## config.mk

```make
export PLATFORM = sky130hd
export DESIGN_NAME = vn_output_collector
export DESIGN_NICKNAME = d
export VERILOG_FILES = /design/src/rtl/vn_output_collector.sv
export SDC_FILE = /design/constraint.sdc
export NUM_CORES = 1
export LEC_CHECK = 0
export CORE_ASPECT_RATIO = 2
export CORE_UTILIZATION = 37
export CTS_CLUSTER_SIZE = 8
export DETAILED_ROUTE_END_ITERATION = 12
export PLACE_DENSITY = 0.53
export SYNTH_ARGS = -nofsm -noshare
export SYNTH_HDL_FRONTEND = slang
export SYNTH_SLANG_ARGS = --single-unit
```

## constraint.sdc

```tcl
create_clock -name CLK -period 7.56 [get_ports CLK]
set_input_delay 1.512 -clock CLK [delete_from_list [all_inputs] [get_ports CLK]]
set_output_delay 1.512 -clock CLK [all_outputs]
set_load 0.01 [all_outputs]
```

## src/rtl/vn_output_collector.sv

```systemverilog
// Collects VN value pairs from an edge adder switch into a first-word
// fall-through FIFO, bounded by a programmed count, with a one-cycle done pulse.
module vn_output_collector #(
   parameter int DATA_TYPE = 32,
   parameter int DEPTH     = 8,
   parameter int CNT_W     = 16
) (
   input  logic                   CLK,
   input  logic                   rst,
   input  logic                   i_start,
   input  logic [CNT_W-1:0]       i_expected,
   input  logic [2*DATA_TYPE-1:0] i_vn,
   input  logic [1:0]             i_vn_valid,
   output logic                   o_in_ready,
   output logic [DATA_TYPE-1:0]   o_data,
   output logic                   o_valid,
   input  logic                   i_ready,
   output logic [CNT_W-1:0]       o_count,
   output logic                   o_done,
   output logic                   o_overflow
);

   localparam int AW = $clog2(DEPTH);
   localparam int OW = AW + 1;

   typedef enum logic [1:0] {IDLE, COLLECT, DRAIN, DONE} state_t;

   state_t               state, state_nxt;
   logic [DATA_TYPE-1:0] mem [DEPTH];
   logic [AW-1:0]        wptr, rptr;
   logic [OW-1:0]        occ;
   logic [CNT_W-1:0]     expected, remain, count_nxt;
   logic [1:0]           wr_n;
   logic [DATA_TYPE-1:0] wr_a, wr_b;
   logic                 drop, pop;

   assign o_in_ready = occ <= OW'(DEPTH - 2);
   assign o_valid    = occ != '0;
   assign o_data     = o_valid ? mem[rptr] : '0;
   assign pop        = o_valid & i_ready;
   assign remain     = expected - o_count;
   assign count_nxt  = o_count + CNT_W'(wr_n);

   // Lane selection: never write past the expected count, shedding lane1 first.
   always_comb begin
      wr_n = 2'd0;
      drop = 1'b0;
      wr_a = i_vn_valid[0] ? i_vn[DATA_TYPE-1:0] : i_vn[2*DATA_TYPE-1:DATA_TYPE];
      wr_b = i_vn[2*DATA_TYPE-1:DATA_TYPE];
      if (state == COLLECT && o_in_ready) begin
         case (i_vn_valid)
            2'b00: ;
            2'b11: begin
               if (remain >= CNT_W'(2)) begin
                  wr_n = 2'd2;
               end else if (remain == CNT_W'(1)) begin
                  wr_n = 2'd1;
                  drop = 1'b1;
               end else begin
                  drop = 1'b1;
               end
            end
            default: begin
               if (remain != '0) wr_n = 2'd1;
               else              drop = 1'b1;
            end
         endcase
      end else begin
         drop = |i_vn_valid;
      end
   end

   always_comb begin
      state_nxt = state;
      o_done    = 1'b0;
      case (state)
         IDLE:    if (i_start) state_nxt = (i_expected == '0) ? DRAIN : COLLECT;
         COLLECT: if (count_nxt == expected) state_nxt = DRAIN;
         DRAIN:   if (occ == '0) state_nxt = DONE;
         DONE: begin
            o_done    = 1'b1;
            state_nxt = IDLE;
         end
         default: state_nxt = IDLE;
      endcase
   end

   always_ff @(posedge CLK or negedge rst) begin
      if (!rst) state <= IDLE;
      else      state <= state_nxt;
   end

   always_ff @(posedge CLK or negedge rst) begin
      if (!rst) begin
         wptr       <= '0;
         rptr       <= '0;
         occ        <= '0;
         expected   <= '0;
         o_count    <= '0;
         o_overflow <= 1'b0;
      end else begin
         if (state == IDLE && i_start) begin
            expected   <= i_expected;
            o_count    <= '0;
            o_overflow <= 1'b0;
         end else begin
            o_count <= count_nxt;
            if (drop) o_overflow <= 1'b1;
         end
         wptr <= wptr + AW'(wr_n);
         rptr <= rptr + AW'(pop);
         occ  <= occ + OW'(wr_n) - OW'(pop);
      end
   end

   // Storage needs no reset: o_data is masked while the FIFO is empty.
   always_ff @(posedge CLK) begin
      if (wr_n != 2'd0) mem[wptr] <= wr_a;
      if (wr_n == 2'd2) mem[wptr + AW'(1)] <= wr_b;
   end

endmodule
```

==> results of run 1 <==
==> kinds of logic after synthesis <==
| logic type | synth area share [%] |
|---|---|
| simple gates | 6.481 |
| mux | 30.57 |
| fa+ha+maj | 3.067 |
| flops | 52.18 |
| compound gates | 2.889 |
| xor+xnor | 2.170 |
| buf+inv | 2.644 |
==> stage by stage <==
stage / instances / total power, mW
3_3_place_gp: 1817 / 5.067
5_1_grt: 1877 / 7.146
6_report: 1877 / 6.782
4_1_cts: 1877 / 6.877
2_1_floorplan: 1157 / 4.003
3_5_place_dp: 1817 / 5.090
==> metal layers <==
layer,part of all wire [%],routed length (um),vias to the layer above,global-route usage (%)
li1,-,-,4735,-
met1,38,18420,5400,23.01
met2,55,26800,250,40.89
met3,3.2,1569,78,2.478
met4,3.4,1638,0,7.987
met5,0,0,-,0
==> layout make-up <==
type                    count  area share, %
flip-flops and latches    301          43.88
multi-input cells         757          38.39
repair buffers            161          7.668
clock buffers              58          5.739
well taps                 560          3.486
inverters                  38         0.7220
clock inverters             2         0.1245
==> report_power, final <==
part	internal, mW	switching [mW]
Clock	1.05	0.712
Sequential	2.04	0.241
Combinational	1.31	1.44
Total	4.39	2.39
==> worst min path at each step <==
| stage | from | end | depth (start not counted) |
|---|---|---|---|
| 5_1_grt | expected[14]$_DFFE_PN0P_ | expected[14]$_DFFE_PN0P_ | 2 |
| 3_5_place_dp | expected[15]$_DFFE_PN0P_ | expected[15]$_DFFE_PN0P_ | 2 |
| 4_1_cts | expected[15]$_DFFE_PN0P_ | expected[15]$_DFFE_PN0P_ | 2 |
| 6_report | expected[15]$_DFFE_PN0P_ | expected[15]$_DFFE_PN0P_ | 2 |
| 2_1_floorplan | expected[15]$_DFFE_PN0P_ | expected[15]$_DFFE_PN0P_ | 2 |
| 3_3_place_gp | expected[15]$_DFFE_PN0P_ | expected[15]$_DFFE_PN0P_ | 2 |
==> worst max-delay path: cells and delay by family, from the launching register on <==
| family | cells | cell delay [ns] |
|---|---|---|
| compound gates | 5 | 1.34 |
| xor+xnor | 2 | 0.31 |
| fa+ha+maj | 3 | 0.91 |
| buf+inv | 2 | 0.20 |
| flops | 1 | 0.40 |
| mux | 1 | 0.15 |
| simple gates | 8 | 2.74 |
==> sequential cells by signal, summed over array words and instances, names as in the netlist <==
signal,flops
rptr,3
occ,4
o_count,16
wptr,3
o_overflow,1
state,2
expected,16
mem,256
==> synthesized netlist by cell type (21+ instances only) <==
master | n | area, um^2
mux2_4 | 29 | 435.4
nand2_1 | 65 | 244.0
buf_2 | 22 | 110.1
a21oi_1 | 21 | 105.1
xnor2_1 | 27 | 236.5
dfrtp_1 | 45 | 1126
mux2i_1 | 37 | 370.4
mux4_2 | 64 | 1441
nor2_1 | 58 | 217.7
edfxtp_1 | 256 | 7687
inv_1 | 37 | 138.9
mux2_2 | 259 | 2917
ha_1 | 35 | 437.9
clkbuf_1 | 23 | 86.33
==> metrics.md, run 1 <==
| Metric | Value |
|---|---|
| Area grow syn2layout | 19.01% |
| Commonest non-fill, non-tap cells in the layout | 259 x mux2_2, 256 x edfxtp_1, 135 x clkdlybuf4s50_1 |
| Worst hold path class | reg -> reg |
| Rows | 110 |
| H-tree Lvls | 2 |
| Commonest non-fill, non-tap cell in the layout | mux2_2 |
| DR vias | 10460 |
| Global-route wire length before repair | 72.48 mm |
| Post-Route WL | 48.42 mm |
| Fin area | 20100 um^2 |
| Maxcap violations | 0 |
| Mean Syn Cell Area | 14.60 um^2 |
| Core area | 45010 um^2 |
| Startpoint Class | flip-flop |
| Initial DRC count | 484 |
| Maximum clock insertion buffer count | 3 |
| Sequential cell area | 8820 um^2 |
| Final setup margin | 1.408 ns |
| CTS buffer count | 43 |
| CTS Sinks | 301 |
| Initial antenna violation count | 0 |
| Reg2Reg Depth | 21 |
| Number of flops mapped to enable cells by yosys | 256 |
| Fin Setup TNS | 0 ns |
| RSZ-0062 raised after global routing | false |
| Crit end category | flip-flop |
| Initial Util | 37.53% |
| Capture point of the critical path | state[0]$_DFFE_PN0P_ |
| Req. time, crit path | 7.97 ns |
| Seq/Total Area, Yosys | 52.18% |
| Crit path max fanout | 6 |
| Final Skew | 0.01870 ns |
| Tot GR Track Use | 21.11% |
| R2r startpoint | o_count[4]$_DFF_PN0_ |
| Vias/cell | 5.574 |
| Crit path kind | reg -> reg |
| Reg-to-Reg End | state[0]$_DFFE_PN0P_ |
| PwrDens | 337.4 nW/um^2 |
| I/O pins | 138 |
| Fmax | 162.6 MHz |
| Leak | 7.195 nW |
| Tcrit/Tclk final | 81.37% |
| Cts repair resizes | 0 |
| Synth Register Bits | 301 |
| DRC | 0 |
| GPL Wtd Cong | 0.8699 |
| CTS tree | built |
| Final #Nets | 1427 |
| Relative slew slack | 23.26% |
| Multi-input gate area | 7716 um^2 |
| CP max stage delay | 0.52 ns |
| Hold buffers post-CTS | 0 |
| Routed Antenna Nets | 0 |
| Worst setup path start | o_count[4]$_DFF_PN0_ |
| Die H | 304.2 um |
| Final worst path period need | 6.152 ns |
| Yosys warns | 0 |
| Final setup vio count | 0 |
| Worst-skew pair later-pin latency | 0.55 ns |
| Share of layout cells above drive strength 1 | 34.40% |
| Post-Place Worst Slack | 1.271 ns |
| Max Slew Vio Count | 0 |
| Largest net degree at the start of global routing | 46 |
| R2R Setup Slk | 1.41 ns |
| N_diodes | 0 |
| Post-synthesis cell area | 16890 um^2 |
| DP Area | 18920 um^2 |
| Pin slew with the least headroom to its limit | 1.145 ns |
| WHS | 0.5065 ns |
| Layout Utilization | 44.67% |
| First drt pass iteration count | 4 |
| DP HPWL | 29.01 mm |
| Buffer count from post-CTS setup fixing | 0 |
| Worst IR drop on VDD | 0.1650 mV |
| Critical-path top delay cell | or4_1 |
| Vias in the first global route | 11470 |
| Die X | 153.1 um |
| CTS Root Buffer Type | clkbuf_16 |
| Post-synth cell types | 59 |
| CP Data Arrival Time | 6.57 ns |
| Status | complete, no violations |
| Asr flop ratio synth | 14.95% |
| Global route overflow | 0 |
| Mapped Nets | 1282 |
| Cell chain of the critical path | inv_1 > ha_1 > a21oi_1 > a21oi_1 > a211oi_2 > nor4b_4 > o2111ai_1 > or4_1 > nor4b_1 > nor2_1 > inv_1 > ha_1 > fa_1 > nand3_1 > or4_4 > xnor2_2 > xnor2_1 > or4_1 > o41ai_1 > nand2_1 > mux2i_1 |
| Die area | 46560 um^2 |
| Mapped Cells | 1157 |
| Port Buf Inserts | 137 |
| Most common flop cell mapped by yosys | edfxtp_1 |
| Mean routed wirelength per cell | 25.80 um |
| Clock Pin Slew Worst Setup and Hold Paths | 0.05 ns |
| Fillers | 4041 |
| Final hold violation count | 0 |
Note: power is estimated with default switching activity, not from simulation.
==> run 2, diff against run 1 <==
clock period = 6.3 ns   (was 7.56 ns; I/O delays follow)
==> run 2 against run 1 <==
  * Cell count increased by 0.37%
  * Worst hold slack got worse by 0.0017 ns
  * Sequential share of layout area decreased by 0.24 points
  * Critical endpoint unchanged
==> metrics.md, run 2 (synthesis results as in run 1) <==
| Metric | Value |
|---|---|
| Status | complete, no violations |
| Fmax | 168.8 MHz (+3.9%) |
| Logic pwr share | 40.6% (about the same) |
| Max FFs per register | 256 (unchanged) |
| Worst hold path class | reg -> reg |
| Area grow syn2layout | 19.65% |
| CP max stage delay | 0.58 ns (+0.06 ns) |
| Mean routed wirelength per cell | 26.45 um (+2.5%) |
| N_diodes | 0 (unchanged) |
| Sequential Power Share | 33.6% (about the same) |
| Pin slew with the least headroom to its limit | 0.9948 ns (-0.1500 ns) |
| Sw power | 2.909 mW (+22%) |
| Maxcap violations | 0 (unchanged) |
| Global route overflow | 0 (unchanged) |
| Initial Util | 37.53% (unchanged) |
| Die H | 304.2 um (unchanged) |
| Crit path kind | reg -> reg |
| DR vias | 10470 (+0.096%) |
| GR Layer Usage met2 | 41.92% (+1.0 points) |
| Buf+Inv Stages, Crit Path | 2 (unchanged) |
| Final hold violation count | 0 (unchanged) |
| Relative slew slack | 33.68% (+10 points) |
| RSZ-0062 raised after global routing | false |
| Commonest non-fill, non-tap cell in the layout | mux2_2 |
| Sw Share | 35.38% (+0.16 points) |
| Req. time, crit path | 6.71 ns (-1.26 ns) |
| Top Registers | mem (256), expected (16), o_count (16) |
| GPL Wtd Cong | 0.9794 (+13%) |
| Core area | 45010 um^2 (unchanged) |
| CP Data Arrival Time | 6.34 ns (-0.23 ns) |
| Leak | 7.248 nW (+0.74%) |
| Initial antenna violation count | 0 (unchanged) |
| Tot GR Track Use | 21.80% (+0.69 points) |
| Final setup vio count | 0 (unchanged) |
| Clock Pin Slew Worst Setup and Hold Paths | 0.05 ns (about the same) |
| DRC | 0 (unchanged) |
| Final setup margin | 0.3766 ns (-1.032 ns) |
| Die X | 153.1 um (unchanged) |
| CTS tree | built |
| Worst IR drop on VDD | 0.1944 mV (+18%) |
| Maximum clock insertion buffer count | 3 (unchanged) |
| Global-route wire length before repair | 74.39 mm (+2.6%) |
| Routed Antenna Nets | 0 (unchanged) |
| Max Slew Vio Count | 0 (unchanged) |
| Post-Route WL | 49.83 mm (+2.9%) |
| DP HPWL | 30.91 mm (+6.5%) |
| Largest Register | mem |
| Commonest non-fill, non-tap cells in the layout | 259 x mux2_2, 256 x edfxtp_1, 135 x clkdlybuf4s50_1 |
| CTS Sinks | 301 (unchanged) |
| Crit end category | flip-flop |
| Crit path max fanout | 5 (-1) |
| Vias in the first global route | 11550 (+0.64%) |
| Delay-heaviest family, CP | simple AND/OR/NAND/NOR gates |
| Fillers | 4051 (+0.25%) |
| CTS Root Buffer Type | clkbuf_16 |
| Pint | 5.312 mW (+21%) |
| Worst-skew pair later-pin latency | 0.55 ns (about the same) |
| PwrDens | 406.8 nW/um^2 (+21%) |
| Largest net degree at the start of global routing | 46 (unchanged) |
| Tcrit/Tclk final | 94.02% (+13 points) |
| Critical-path top delay cell | or4_1 |
| Initial DRC count | 536 (+11%) |
| Rows | 110 (unchanged) |
| CTS buffer count | 43 (unchanged) |
| Cell chain of the critical path | inv_1 > ha_1 > fa_1 > nand2b_1 > a21o_1 > a21oi_1 > o31a_1 > o21ai_0 > or4_1 > nor4b_2 > nor2_1 > inv_1 > ha_1 > a21o_1 > nand3_1 > nor4_1 > xnor2_1 > xnor2_1 > or4_1 > o41ai_1 > nand2_1 > mux2i_1 |
| Grt met1 use | 23.87% (+0.86 points) |
| I/O pins | 138 (unchanged) |
| First drt pass iteration count | 5 (+1) |
| Port Buf Inserts | 137 (unchanged) |
| Final worst path period need | 5.923 ns (-0.2282 ns) |
| Share of layout cells above drive strength 1 | 34.89% (+0.50 points) |
| Final #Nets | 1433 (+0.42%) |
| Met3 Usage GRT | 2.506% (+0.028 points) |
| H-tree Lvls | 2 (unchanged) |
| Die area | 46560 um^2 (unchanged) |
| Vias/cell | 5.559 (-0.28%) |
| Busiest grt layer | met2 |
| Clock power share | 25.9% (about the same) |
| Final Skew | 0.01677 ns (-0.001928 ns) |
| WHS | 0.5048 ns (-0.001739 ns) |
| Post-Place Worst Slack | 0.2312 ns (-1.039 ns) |
| Startpoint Class | flip-flop |
[run 2: changes by cell type in the layout (fill, tap and decap cells not counted), sizes merged]
cell    before  now
buf         26   32
clkbuf      58   59
[run 2: path summary, 6_finish.rpt]
| kind | from | end | slack, ns | depth (start not counted) |
|---|---|---|---|---|
| max | expected[0]$_DFFE_PN0P_ | state[0]$_DFFE_PN0P_ | 0.38 | 22 |
| min | expected[15]$_DFFE_PN0P_ | expected[15]$_DFFE_PN0P_ | 0.50 | 2 |
| max reg2reg | expected[0]$_DFFE_PN0P_ | state[0]$_DFFE_PN0P_ | 0.38 | 22 |
| min reg2reg | expected[15]$_DFFE_PN0P_ | expected[15]$_DFFE_PN0P_ | 0.50 | 2 |
| max in group asynchronous | rst | rptr[0]$_DFF_PN0_ | 4.96 | 2 |
| min in group asynchronous | rst | expected[0]$_DFFE_PN0P_ | 0.82 | 2 |
[run 2: power by group through the flow]
stage	clock [mW]	combinational, mW	sequential (mW)
floorplan	0	2.22	2.58
global placement	0	3.33	2.81
detailed placement	0	3.34	2.81
CTS	2.18	3.36	2.77
global route	2.25	3.61	2.80
finish	2.13	3.33	2.76
[run 2: worst register-to-register path, cell delays in order, from the launching register on]
cell and delay (ns):
dfrtp_1 0.36, inv_1 0.06, ha_1 0.21, fa_1 0.40
nand2b_1 0.18, a21o_1 0.21, a21oi_1 0.20, o31a_1 0.17
o21ai_0 0.10, or4_1 0.58, nor4b_2 0.38, nor2_1 0.11
inv_1 0.11, ha_1 0.21, a21o_1 0.23, nand3_1 0.31
nor4_1 0.33, xnor2_1 0.20, xnor2_1 0.10, or4_1 0.53
o41ai_1 0.48, nand2_1 0.17, mux2i_1 0.15
[run 2: routing by layer]
| metal | routed length [um] | up-vias |
|---|---|---|
| met5 | 0 | - |
| met4 | 1824 | 0 |
| met3 | 1564 | 97 |
| met2 | 27600 | 267 |
| met1 | 18850 | 5368 |
| li1 | - | 4741 |
[run 2: metrics by stage]
stage / utilization (%) / power [mW] / setup TNS [ns] / std cells / area, um^2
global route: 44.91 / 8.660 / 0 / 1884 / 20210
CTS: 44.88 / 8.320 / 0 / 1884 / 20200
floorplan: - / 4.804 / -34.56 / 1157 / 16890
detailed placement: 42.23 / 6.151 / 0 / 1823 / 19010
global placement: 42.23 / 6.138 / 0 / 1823 / 19010
finish: 44.91 / 8.221 / 0 / 1884 / 20210
[run 2: cell type report]
cell class              count  area, um^2  area share (%)
inverters                  38       145.1          0.7181
multi-input cells         757        7729           38.24
clock buffers              59        1167           5.776
repair buffers            167        1624           8.036
flip-flops and latches    301        8820           43.64
well taps                 560       700.7           3.467
clock inverters             2       25.02          0.1238
[run 2: repair_timing]
| item | in CTS | in global routing |
|---|---|---|
| setup endpoints to repair | 0 | 2 |
| setup buffers | 0 | 0 |
| resized for setup | 0 | 2 |
| hold buffers | 0 | 0 |
